`src/rtl/tx_link_scheduler_pkg.sv`:
```
// Shared definitions for the TX link scheduler: FSM encoding, header base, channel width.
package tx_link_scheduler_pkg;

  typedef enum logic {
    GAP  = 1'b0,
    DATA = 1'b1
  } state_t;

  localparam logic [7:0] HDR_BASE_DEFAULT = 8'hA0;
  localparam int         CH_W             = 1;

  typedef logic [CH_W-1:0] ch_t;

endpackage

```
`src/rtl/word_slot_timer.sv`:
```
// Word slot timer: free-running slot counter, decision tick, and the one-cycle-late load strobe.
module word_slot_timer #(
  parameter int unsigned WORD_CLKS = 10
) (
  input  logic clk,
  input  logic rst,
  output logic tick,
  output logic strobe
);

  localparam int unsigned CW = (WORD_CLKS > 1) ? $clog2(WORD_CLKS) : 1;
  localparam logic [CW-1:0] LAST = CW'(WORD_CLKS - 1);

  logic [CW-1:0] cnt;

  assign tick = (cnt == LAST);

  // NOTE: sequential state uses non-blocking assignments so every flop samples pre-edge values.
  always_ff @(posedge clk or posedge rst) begin
    if (rst) begin
      cnt    <= '0;
      strobe <= 1'b0;
    end else begin
      strobe <= tick;
      cnt    <= tick ? '0 : cnt + CW'(1);
    end
  end

endmodule

```
`src/rtl/tx_link_scheduler.sv`:
```
// TX link scheduler: round-robin packet framing of two byte sources into 8b/10b encoder slots.
module tx_link_scheduler
  import tx_link_scheduler_pkg::*;
#(
  parameter int unsigned WORD_CLKS = 10,
  parameter int unsigned MIN_IDLE  = 4,
  parameter int unsigned MAX_LEN   = 256,
  parameter logic [7:0]  HDR_BASE  = HDR_BASE_DEFAULT
) (
  input  logic       clk,
  input  logic       rst,
  input  logic       s0_valid,
  input  logic [7:0] s0_data,
  input  logic       s0_last,
  output logic       s0_ready,
  input  logic       s1_valid,
  input  logic [7:0] s1_data,
  input  logic       s1_last,
  output logic       s1_ready,
  output logic       enc_nextword,
  output logic       enc_idle,
  output logic [7:0] enc_data,
  output logic       underrun,
  output logic       truncated
);

  localparam int unsigned GW = $clog2(MIN_IDLE + 1);
  localparam int unsigned LW = $clog2(MAX_LEN + 1);
  localparam logic [GW-1:0] GAP_DONE = GW'(MIN_IDLE);
  localparam logic [LW-1:0] LEN_MAX  = LW'(MAX_LEN);

  logic tick;

  word_slot_timer #(.WORD_CLKS(WORD_CLKS)) u_timer (
    .clk    (clk),
    .rst    (rst),
    .tick   (tick),
    .strobe (enc_nextword)
  );

  state_t        state, state_n;
  logic [GW-1:0] gap_cnt, gap_n;
  logic [LW-1:0] len_cnt, len_n;
  ch_t           grant, grant_n;
  ch_t           last_grant, last_n;
  logic [7:0]    data_n;
  logic          idle_n, under_n, trunc_n;

  ch_t           pick;
  logic          g_valid, g_last;
  logic [7:0]    g_data;
  logic          room;

  assign room     = (len_cnt < LEN_MAX);
  assign s0_ready = tick && (state == DATA) && (grant == ch_t'(0)) && room;
  assign s1_ready = tick && (state == DATA) && (grant == ch_t'(1)) && room;

  assign g_valid = (grant == ch_t'(1)) ? s1_valid : s0_valid;
  assign g_data  = (grant == ch_t'(1)) ? s1_data  : s0_data;
  assign g_last  = (grant == ch_t'(1)) ? s1_last  : s0_last;

  // Prefer the channel that did not send last; fall back to whichever is valid.
  always_comb begin
    pick = ch_t'(0);
    if (last_grant == ch_t'(0)) pick = s1_valid ? ch_t'(1) : ch_t'(0);
    else                        pick = s0_valid ? ch_t'(0) : ch_t'(1);
  end

  // NOTE: every combinational output gets a hold default first so no path infers a latch.
  always_comb begin
    state_n = state;
    gap_n   = gap_cnt;
    len_n   = len_cnt;
    grant_n = grant;
    last_n  = last_grant;
    data_n  = enc_data;
    idle_n  = enc_idle;
    under_n = underrun;
    trunc_n = truncated;
    if (tick) begin
      unique case (state)
        GAP: begin
          if ((gap_cnt >= GAP_DONE) && (s0_valid || s1_valid)) begin
            grant_n = pick;
            data_n  = HDR_BASE | 8'(pick);
            idle_n  = 1'b0;
            len_n   = '0;
            state_n = DATA;
          end else begin
            data_n = 8'h00;
            idle_n = 1'b1;
            if (gap_cnt < GAP_DONE) gap_n = gap_cnt + GW'(1);
          end
        end
        DATA: begin
          if (!room) begin
            data_n  = 8'h00;
            idle_n  = 1'b1;
            trunc_n = 1'b1;
            last_n  = grant;
            gap_n   = '0;
            state_n = GAP;
          end else if (g_valid) begin
            data_n = g_data;
            idle_n = 1'b0;
            len_n  = len_cnt + LW'(1);
            if (g_last) begin
              last_n  = grant;
              gap_n   = '0;
              state_n = GAP;
            end
          end else begin
            // Source stalled mid-packet: fill with a comma and keep the packet open.
            data_n  = 8'h00;
            idle_n  = 1'b1;
            under_n = 1'b1;
          end
        end
        default: state_n = GAP;
      endcase
    end
  end

  always_ff @(posedge clk or posedge rst) begin
    if (rst) begin
      state      <= GAP;
      gap_cnt    <= '0;
      len_cnt    <= '0;
      grant      <= ch_t'(0);
      last_grant <= ch_t'(1);
      enc_data   <= 8'h00;
      enc_idle   <= 1'b1;
      underrun   <= 1'b0;
      truncated  <= 1'b0;
    end else begin
      state      <= state_n;
      gap_cnt    <= gap_n;
      len_cnt    <= len_n;
      grant      <= grant_n;
      last_grant <= last_n;
      enc_data   <= data_n;
      enc_idle   <= idle_n;
      underrun   <= under_n;
      truncated  <= trunc_n;
    end
  end

endmodule

```
`config.mk`:
```
export PLATFORM = sky130hd
export DESIGN_NAME = tx_link_scheduler
export DESIGN_NICKNAME = d
export VERILOG_FILES = /design/src/rtl/tx_link_scheduler_pkg.sv /design/src/rtl/word_slot_timer.sv /design/src/rtl/tx_link_scheduler.sv
export SDC_FILE = /design/constraint.sdc
export NUM_CORES = 1
export LEC_CHECK = 0
export CAP_MARGIN = 10
export CORE_MARGIN = 4
export CORE_UTILIZATION = 40
export CTS_BUF_LIST = sky130_fd_sc_hd__clkbuf_4 sky130_fd_sc_hd__clkbuf_8
export DETAILED_ROUTE_END_ITERATION = 16
export PLACE_DENSITY = 0.74
export SLEW_MARGIN = 20
export SYNTH_ARGS = -nofsm -noshare
export SYNTH_HDL_FRONTEND = slang
export SYNTH_SLANG_ARGS = --single-unit
```
`constraint.sdc`:
```
create_clock -name clk -period 2.35 [get_ports clk]
set_input_delay 0.705 -clock clk [delete_from_list [all_inputs] [get_ports clk]]
set_output_delay 0.705 -clock clk [all_outputs]
set_load 0.02 [all_outputs]
```
# --- Word level (Yosys, flattened, before mapping) ---
# Index checks and enable logic that the tools add are counted.
totals:
  reg_bits: 31
  inputBits: 22
  out_inout_bits: 14
  word_cells: 77
op_classes:
  n_addsub: 3
  order_cmp: 3
  n_eq_ne: 10
  mux: 33
  bitwise_logic: 4
  n_reduce_logical: 13
op_table:
  columns: ["operator", "count"]
  rows:
  - ["2-to-1 mux 8 bit", 4]
  - ["2-to-1 mux 9 bit", 3]
  - ["case mux 9 bit (2 select lines)", 1]
  - ["case mux 8 bit (2 select lines)", 1]
  - ["2-to-1 mux 1 bit", 15]
  - ["2-to-1 mux 3 bit", 5]
  - ["AND reduction 4 bit", 3]
  - ["inequality test 2 bit (second input constant)", 5]
  - ["adder 9 x 1 -> 9 bit (second input constant)", 1]
  - ["less-than comparator 9 bit (second input constant)", 1]
  - ["logical AND 1 bit", 6]
  - ["inequality test 3 bit (second input constant)", 2]
  - ["case mux 3 bit (2 select lines)", 1]
  - ["AND reduction 3 bit", 2]
  - ["AND reduction 5 bit", 1]
  - ["adder 4 x 1 -> 4 bit (second input constant)", 1]
  - ["equality test 4 bit (second input constant)", 1]
  - ["2-to-1 mux 4 bit", 1]
  - ["inequality test 2 x 1 -> 1 bit (second input constant)", 2]
  - ["NOT 1 bit", 4]
  - ["case mux 1 bit (2 select lines)", 2]
  - ["adder 3 x 1 -> 3 bit (second input constant)", 1]
  - ["greater-or-equal comparator 3 bit (second input constant)", 1]
  - ["less-than comparator 3 bit (second input constant)", 1]
  - ["logical OR 1 bit", 1]

# --- Logic depth before layout (Yosys ltp) ---
# Gate-level depths: netlist of run 1.
depth:
  ltp_word: 5
  mapped_depth: 6
  ltp_nobuf: 5

# --- Hierarchy ---
# From an unflattened synthesis of run 1, not the netlist that was laid out.
hier_totals:
  hier_cells: 151
  area_unflattened_um2: 1572.8
modules_own_cells:
  columns: ["module", "instances", "cells_per_inst", "area_each_um2", "seq_area_each_um2"]
  rows:
  - ["tx_link_scheduler", 1, 134, 1372.6, 653.1]
  - ["word_slot_timer", 1, 17, 200.2, 125.1]

# --- Least setup slack after synthesis of run 1 ---
# OpenSTA, ideal clock, no wires.
synth_path:
  kind: "reg-to-output"
  startpoint: "reg u_timer.cnt[2]"
  endpoint: "out s1_ready"
  arrival_time_ns: 1.489
  t_required_ns: 1.645
  setup_slack_ns: 0.156
  path_stages_with_launch: 6
  path_buffers: 1
  cell_sequence: "dfrtp_1 -> nand4bb_1 -> buf_2 -> inv_2 -> nand2_1 -> nor3b_1"
synth_between:
  elab_chain_len: 4
synth_rtl:
  columns: ["item", "line_no", "source"]
  rows:
  - ["start: declaration", "word_slot_timer.sv:14", "logic [CW-1:0] cnt;"]
  - ["start signal: assignment", "word_slot_timer.sv:25", "cnt <= tick ? '0 : cnt + CW'(1);"]
  - ["equality test 4 bit", "word_slot_timer.sv:16", "assign tick = (cnt == LAST);"]
  - ["logical AND 1 bit (3 in series)", "tx_link_scheduler.sv:56", "assign s1_ready = tick && (state == DATA) && (grant == ch_t'(1)) && room;"]
  - ["end: declaration", "tx_link_scheduler.sv:19", "output logic s1_ready,"]
# No other way between the ends.

# --- Final worst setup path of run 1 ---
layout_path:
  startpoint: "reg u_timer.cnt[2]"
  endpoint: "out s0_ready"
layout_between:
  elab_chain_len: 4
layout_rtl:
  columns: ["item", "line_no", "source"]
  rows:
  - ["equality test 4 bit", "word_slot_timer.sv:16", null]
  - ["logical AND 1 bit (3 in series)", "tx_link_scheduler.sv:55", "assign s0_ready = tick && (state == DATA) && (grant == ch_t'(0)) && room;"]
  - ["end: declaration", "tx_link_scheduler.sv:15", "output logic s0_ready,"]
# No other way between the ends.

==> results of run 1 <==
## metrics by stage
| stage | worst slack, ns | power (mW) | cell area (um^2) | util | cells |
|---|---|---|---|---|---|
| floorplan | 0.156 | 0.759 | 1580 | - | 158 |
| global placement | 0.0328 | 0.870 | 2060 | 0.549 | 245 |
| detailed placement | -0.0319 | 0.891 | 2060 | 0.549 | 245 |
| CTS | 0.0287 | 1.43 | 2170 | 0.581 | 253 |
| global route | 0.00617 | 1.48 | 2180 | 0.582 | 254 |
| finish | 0.110 | 1.41 | 2180 | 0.582 | 254 |
## critical path: cells and delay by family (launching register included)
kind,cells,cell delay [ns]
DFF,1,0.37
buffers and inverters,2,0.41
and+or+nand+nor,3,0.47
## synth_stat cells (4+ instances only)
cell type / number / area [um^2]
a21oi_1: 10 / 50.1
buf_2: 5 / 25.0
dfrtp_1: 29 / 726
inv_1: 9 / 33.8
mux2i_1: 9 / 90.1
nand2_1: 21 / 78.8
nand3_1: 5 / 25.0
nor3_1: 4 / 20.0
o21a_1: 4 / 30.0
o21ai_0: 4 / 20.0
o21ai_1: 5 / 25.0
o31ai_1: 9 / 67.6
## logic make-up (layout without fill, tap and decap cells)
logic type	count (synthesis)	count (layout)	synth area share
and+or+nand+nor	47	47	0.155
AOI/OAI and AO/OA	46	46	0.198
DFF	31	31	0.492
buffers and inverters	18	66	0.0467
muxes	12	12	0.0784
adders and majority gates	3	3	0.0238
xor gates and xnor gates	1	1	0.00554
## flip-flops by register name, summed over array words and instances, names as in the netlist
register / cells
last_grant: 1
gap_cnt: 3
truncated: 1
len_cnt: 9
state: 1
u_timer.strobe: 1
grant: 1
u_timer.cnt: 4
underrun: 1
enc_idle: 1
enc_data: 8
## cells in the final DEF (no fill, tap or decap), drive strengths merged, types with 2 or more instances in the layout
cell type      netlist  routed
a21oi               10      10
or3                  2       2
o211ai               2       2
buf                  8      14
clkbuf               0       6
o21a                 4       4
nor2                 3       3
nand3                5       5
ha                   3       3
dfstp                2       2
o21ai                9       9
mux2i                9       9
clkdlybuf4s50        0      33
nor2b                2       2
nor3                 4       4
mux2                 3       3
dfrtp               29      29
or4                  2       2
nand2               21      21
nand4                2       2
o41ai                3       3
inv                 10      10
o31ai                9       9
a22o                 2       2
## worst max-delay path by stage
| stage | depth (start not counted) | slack (ns) | endpoint |
|---|---|---|---|
| after floorplan | 5 | 0.16 | s1_ready |
| after global placement | 6 | 0.03 | len_cnt[5] |
| after detailed placement | 6 | -0.03 | len_cnt[5] |
| after CTS | 5 | 0.03 | s1_ready |
| after global routing | 5 | 0.006 | s0_ready |
| final | 5 | 0.11 | s0_ready |
## where the power goes
group | total [mW] | switching, mW | leakage (nW) | internal (mW)
clock network | 0.536 | 0.193 | 0.0612 | 0.343
registers | 0.604 | 0.0308 | 0.399 | 0.573
logic | 0.272 | 0.135 | 0.507 | 0.137
total | 1.41 | 0.358 | 0.967 | 1.05
## per-layer routing
layer,wire length (um),vias up,part of all wire
met5,0,-,0
met4,0,0,0
met3,197,0,0.053
met2,1980,35,0.53
met1,1560,653,0.42
li1,-,666,-
## what timing repair did
item	4_1_cts	5_1_grt
cloned	0	0
setup endpoints to repair	2	2
buffers inserted	0	1
gates resized for setup	5	2
## final cells by class
cell class | count | area (um^2) | area share
Multi-Input combinational cell | 109 | 728 | 0.334
Sequential cell | 31 | 778 | 0.357
Tap cell | 48 | 60.1 | 0.0276
Clock buffer | 6 | 82.6 | 0.0379
Clock inverter | 2 | 35.0 | 0.0161
Inverter | 10 | 37.5 | 0.0172
Timing Repair Buffer | 48 | 455 | 0.209
==> results_dict.tcl, run 1 <==
set metrics [dict create \
    antennaDiodeCount 0 \
    core_um2 3740 \
    dp_hpwl_um 2850 \
    fill_cells 323 \
    finalMaxSlewViolations 0 \
    ir_drop_mv 0.498 \
    met1_usage 0.174 \
    firstDrtPassIters 4 \
    gr-usage-all-layers 0.155 \
    slowest_delay_ns 0.37 \
    crit_path_start "u_timer.cnt[2]" \
    min_path_cells 1 \
    dieArea_um2 5020 \
    rows 22 \
    ys.flop_type "dfrtp_1" \
    hp-class "reg -> reg" \
    path_max_fanout 4 \
    holdPathEnd "truncated" \
    drc 0 \
    setup_viol 0 \
    area_growth_pct 37.8 \
    avgSynthCellArea_um2 10.0 \
    fp.dieH_um 70.9 \
    final.period_utilization 0.953 \
    use_met2 0.281 \
    syn_inst 158 \
    vias 1354 \
    pin_count 36 \
    antenna_found_initial 0 \
    r2r_setup_slack_ns 0.37 \
    synth_seq_cells 31 \
    drt-total-wl_um 3730 \
    drive_above_1_share 0.146 \
    final_nets 230 \
    grt_pass1_wl_um 6260 \
    viasPerCell 5.33 \
    r2r-start "u_timer.cnt[2]" \
    fin_skew_ns 0.00871 \
    rsz0062_at_grt "no" \
    ctsRootBufferMaster "clkbuf_8" \
    yosysSeqAreaShare 0.492 \
    cp.required_ns 1.64 \
    ant_nets 0 \
    yosysWarnings 0 \
    cts_tree "yes" \
    finalHoldViolCount 0 \
    clock_insertion_delay_worst_skew_ns 0.28 \
    crit_slowest_cell "dfrtp_1" \
    r2r_end "len_cnt[7]" \
    cts_sinks 31 \
    global_route.usage.met3 0.0483 \
    io_buffers 35 \
    tightest_slew_ns 0.394 \
    outcome "completed" \
    critPathKind "reg -> out" \
    fin_setup_tns_ns 0 \
    gp_congestion 0.775 \
    max_cap_viol_count 0 \
    cts_hold_buf 0 \
    grt_pass1_vias 1418 \
    relSlewSlack 0.737 \
    p_leak_nw 0.967 \
    holdWs_ns 0.470 \
    wl_per_cell_um 14.7 \
    r2r_cells 5 \
    min_period_ns 2.24 \
    grt_max_degree 32 \
    drtIter0Drc 66 \
    gr-total-overflow 0 \
    syn-cell-area_um2 1580 \
    end_kind "output port" \
    ys_async_sr_fraction 1.00 \
    clk_pin_slew_ns 0.07 \
    synth_cell_types 41 \
    ctsLongestPathBuffers 2 \
    hold_start "truncated" \
    numCtsBuffers 5 \
    grt-busiest-layer "met2" \
    cp.arrival_ns 1.54 \
    start_util 0.422 \
    max_freq_mhz 446 \
    startpoint_type "flop" \
    path_cells "nand4bb_1, inv_2, nand2_1, nor3_1, clkdlybuf4s15_1" \
    power_density_nw_per_um2 648 \
    syn-num-nets 183 \
    die_w_um 70.9 \
    h-tree-depth 2 \
    synth_edf_count 0 \
]
Note: power is estimated with default switching activity, not from simulation.
==> inputs of run 2 (changes only) <==
--- a/config.mk
+++ b/config.mk
@@ -14,4 +14,5 @@
 export SLEW_MARGIN = 20
 export SYNTH_ARGS = -nofsm -noshare
 export SYNTH_HDL_FRONTEND = slang
+export SYNTH_HIERARCHICAL = 1
 export SYNTH_SLANG_ARGS = --single-unit
==> results_dict.tcl, run 2 <==
set metrics [dict create \
    ctsLongestPathBuffers 2 \
    holdWs_ns 0.480 \
    finalMaxSlewViolations 0 \
    min_period_ns 2.27 \
    final.period_utilization 0.967 \
    ctsRootBufferMaster "clkbuf_8" \
    syn_inst 151 \
    min_path_cells 1 \
    end_kind "output port" \
    dieArea_um2 5000 \
    p_leak_nw 0.992 \
    cp.required_ns 1.64 \
    r2r_end "gap_cnt[1]" \
    yosysSeqAreaShare 0.495 \
    synth_top_area_frac 0.461 \
    cts_sinks 31 \
    critPathKind "reg -> out" \
    max_cap_viol_count 0 \
    core_um2 3740 \
    finalHoldViolCount 0 \
    hold_start "truncated" \
    ir_drop_mv 0.338 \
    grt_pass1_vias 1447 \
    largestRegisters "len_cnt: 9 flops, enc_data: 8 flops, u_timer/cnt: 4 flops" \
    r2r-start "u_timer/cnt[2]" \
    crit_slowest_cell "dfrtp_1" \
    rows 22 \
    drive_above_1_share 0.192 \
    path_cells "nor2b_2, nor3b_4, nand2_2, nor2_2, and2_1, buf_2" \
    syn-num-nets 176 \
    setup_viol 0 \
    synth_common_cells "dfrtp_1 (29), nor2_1 (16), nand2_1 (11)" \
    vias 1312 \
    r2r_cells 8 \
    drtIter0Drc 30 \
    wl_per_cell_um 14.7 \
    gp_congestion 0.869 \
    grt_max_degree 27 \
    firstDrtPassIters 6 \
    slowest_delay_ns 0.39 \
    viasPerCell 5.23 \
    cp.arrival_ns 1.57 \
    pin_count 36 \
    fin_util 0.580 \
    synth_seq_cells 31 \
    hp-class "reg -> reg" \
    regMostFlops "len_cnt" \
    fin_skew_ns 0.00734 \
    yosysWarnings 6 \
    path_max_fanout 3 \
    final_nets 227 \
    tightest_slew_ns 0.494 \
    synth_cell_types 43 \
    gr-usage-all-layers 0.156 \
    avgSynthCellArea_um2 10.4 \
    r2r_setup_slack_ns 0.26 \
    gr-total-overflow 0 \
    synth_most_common_cell "dfrtp_1" \
    largest_register_ffs 9 \
    fill_cells 338 \
    fp.dieH_um 70.7 \
    drc 0 \
    startpoint_type "flop" \
    cts_tree "yes" \
    synth_edf_count 0 \
    holdPathEnd "truncated" \
    ys_async_sr_fraction 1.00 \
    yosysTopAreaCell "dfrtp_1" \
    ant_nets 0 \
    cts_hold_buf 0 \
    antennaDiodeCount 0 \
    syn-cell-area_um2 1570 \
    clock_insertion_delay_worst_skew_ns 0.28 \
    drt-total-wl_um 3690 \
    antenna_found_initial 0 \
    numCtsBuffers 5 \
    start_util 0.420 \
    io_buffers 35 \
    outcome "completed" \
    relSlewSlack 0.669 \
    power_density_nw_per_um2 643 \
    dp_hpwl_um 2830 \
    area_growth_pct 37.9 \
    max_freq_mhz 440 \
    grt_pass1_wl_um 6270 \
    ys.flop_type "dfrtp_1" \
    final_common_cell "clkdlybuf4s50_1" \
    final_cell_mix "clkdlybuf4s50_1 (33), dfrtp_1 (29), nor2_1 (15), buf_4 (14), nand2_1 (10)" \
    die_w_um 70.7 \
    clk_pin_slew_ns 0.06 \
    synthTopCellsByArea "dfrtp_1 (46%), mux2i_1 (5.1%), nor2_1 (3.8%), mux2_2 (3.6%), dfstp_2 (3.3%)" \
    h-tree-depth 2 \
]
==> run 2: cell types whose count changed after synthesis, moves of 4 or more <==
cell,delta
nor2_1,+13
o31ai_1,-8
o21ai_1,-4
a22o_1,+4
nand2_1,-10
==> run 2: how the worst max path moves through the flow <==
| stage | startpoint | to | slack [ns] | cells after the start |
|---|---|---|---|---|
| finish | u_timer/cnt[2] | s1_ready | 0.08 | 6 |
| detailed placement | u_timer/cnt[2] | s1_ready | -0.12 | 6 |
| global route | u_timer/cnt[2] | s1_ready | -0.02 | 6 |
| CTS | u_timer/cnt[2] | s0_ready | 0.0003 | 5 |
| global placement | u_timer/cnt[2] | s1_ready | -0.07 | 6 |
| floorplan | u_timer/cnt[2] | s1_ready | 0.10 | 6 |
==> run 2: stage by stage <==
step / worst slack [ns] / total power, mW / cells / setup TNS [ns] / cell area [um^2]
finish: 0.0772 / 1.39 / 251 / 0 / 2170
global route: -0.0201 / 1.47 / 251 / -0.0201 / 2170
CTS: 0.000281 / 1.41 / 251 / 0 / 2170
detailed placement: -0.119 / 0.992 / 242 / -0.151 / 2070
global placement: -0.0661 / 0.972 / 242 / -0.0661 / 2070
floorplan: 0.104 / 0.851 / 151 / 0 / 1580
==> run 2: repair_timing <==
item / in CTS / in global routing
endpoints found under the hold margin: 0 / 0
setup buffers: 1 / 0
gates resized for setup: 6 / 4
endpoints found under the setup margin: 2 / 2
==> run 2: final cells by class <==
type	count	area [um^2]	share of cell area
clock buffer	6	76.3	0.0352
clock inverter	2	12.5	0.00577
inverter	7	26.3	0.0121
multi-input combinational	107	751	0.346
sequential	31	778	0.359
tap	48	60.1	0.0277
timing repair buffer	50	465	0.215
==> run 2: worst max-delay path: cells and delay by family (launching register included) <==
family / cells / cell delay, ns
flip-flops: 1 / 0.39
AND/OR/NAND/NOR: 5 / 0.74
buffers and inverters: 1 / 0.16
==> run 2: cell families (layout without fill, tap and decap cells) <==
group,Yosys count,count (layout),share of synthesized area
xor gates and xnor gates,4,4,0.0223
AOI/OAI and AO/OA,34,34,0.158
adders and majority gates,3,3,0.0239
and+or+nand+nor,52,52,0.167
buffers and inverters,13,65,0.0382
muxes,14,14,0.0955
DFF,31,31,0.495
==> run 2: power breakdown <==
group / total, mW / internal (mW) / leakage [nW] / switching, mW
Clock: 0.412 / 0.218 / 0.0446 / 0.194
Combinational: 0.341 / 0.180 / 0.548 / 0.161
Sequential: 0.641 / 0.589 / 0.400 / 0.0524
Total: 1.39 / 0.987 / 0.992 / 0.407
==> run 2: per-layer routing <==
metal,global-route usage,part of all wire,wire (um)
met1,0.169,0.41,1520
met4,0.0626,0.022,82
met5,0,0,0
met2,0.281,0.52,1900
met3,0.0497,0.047,174
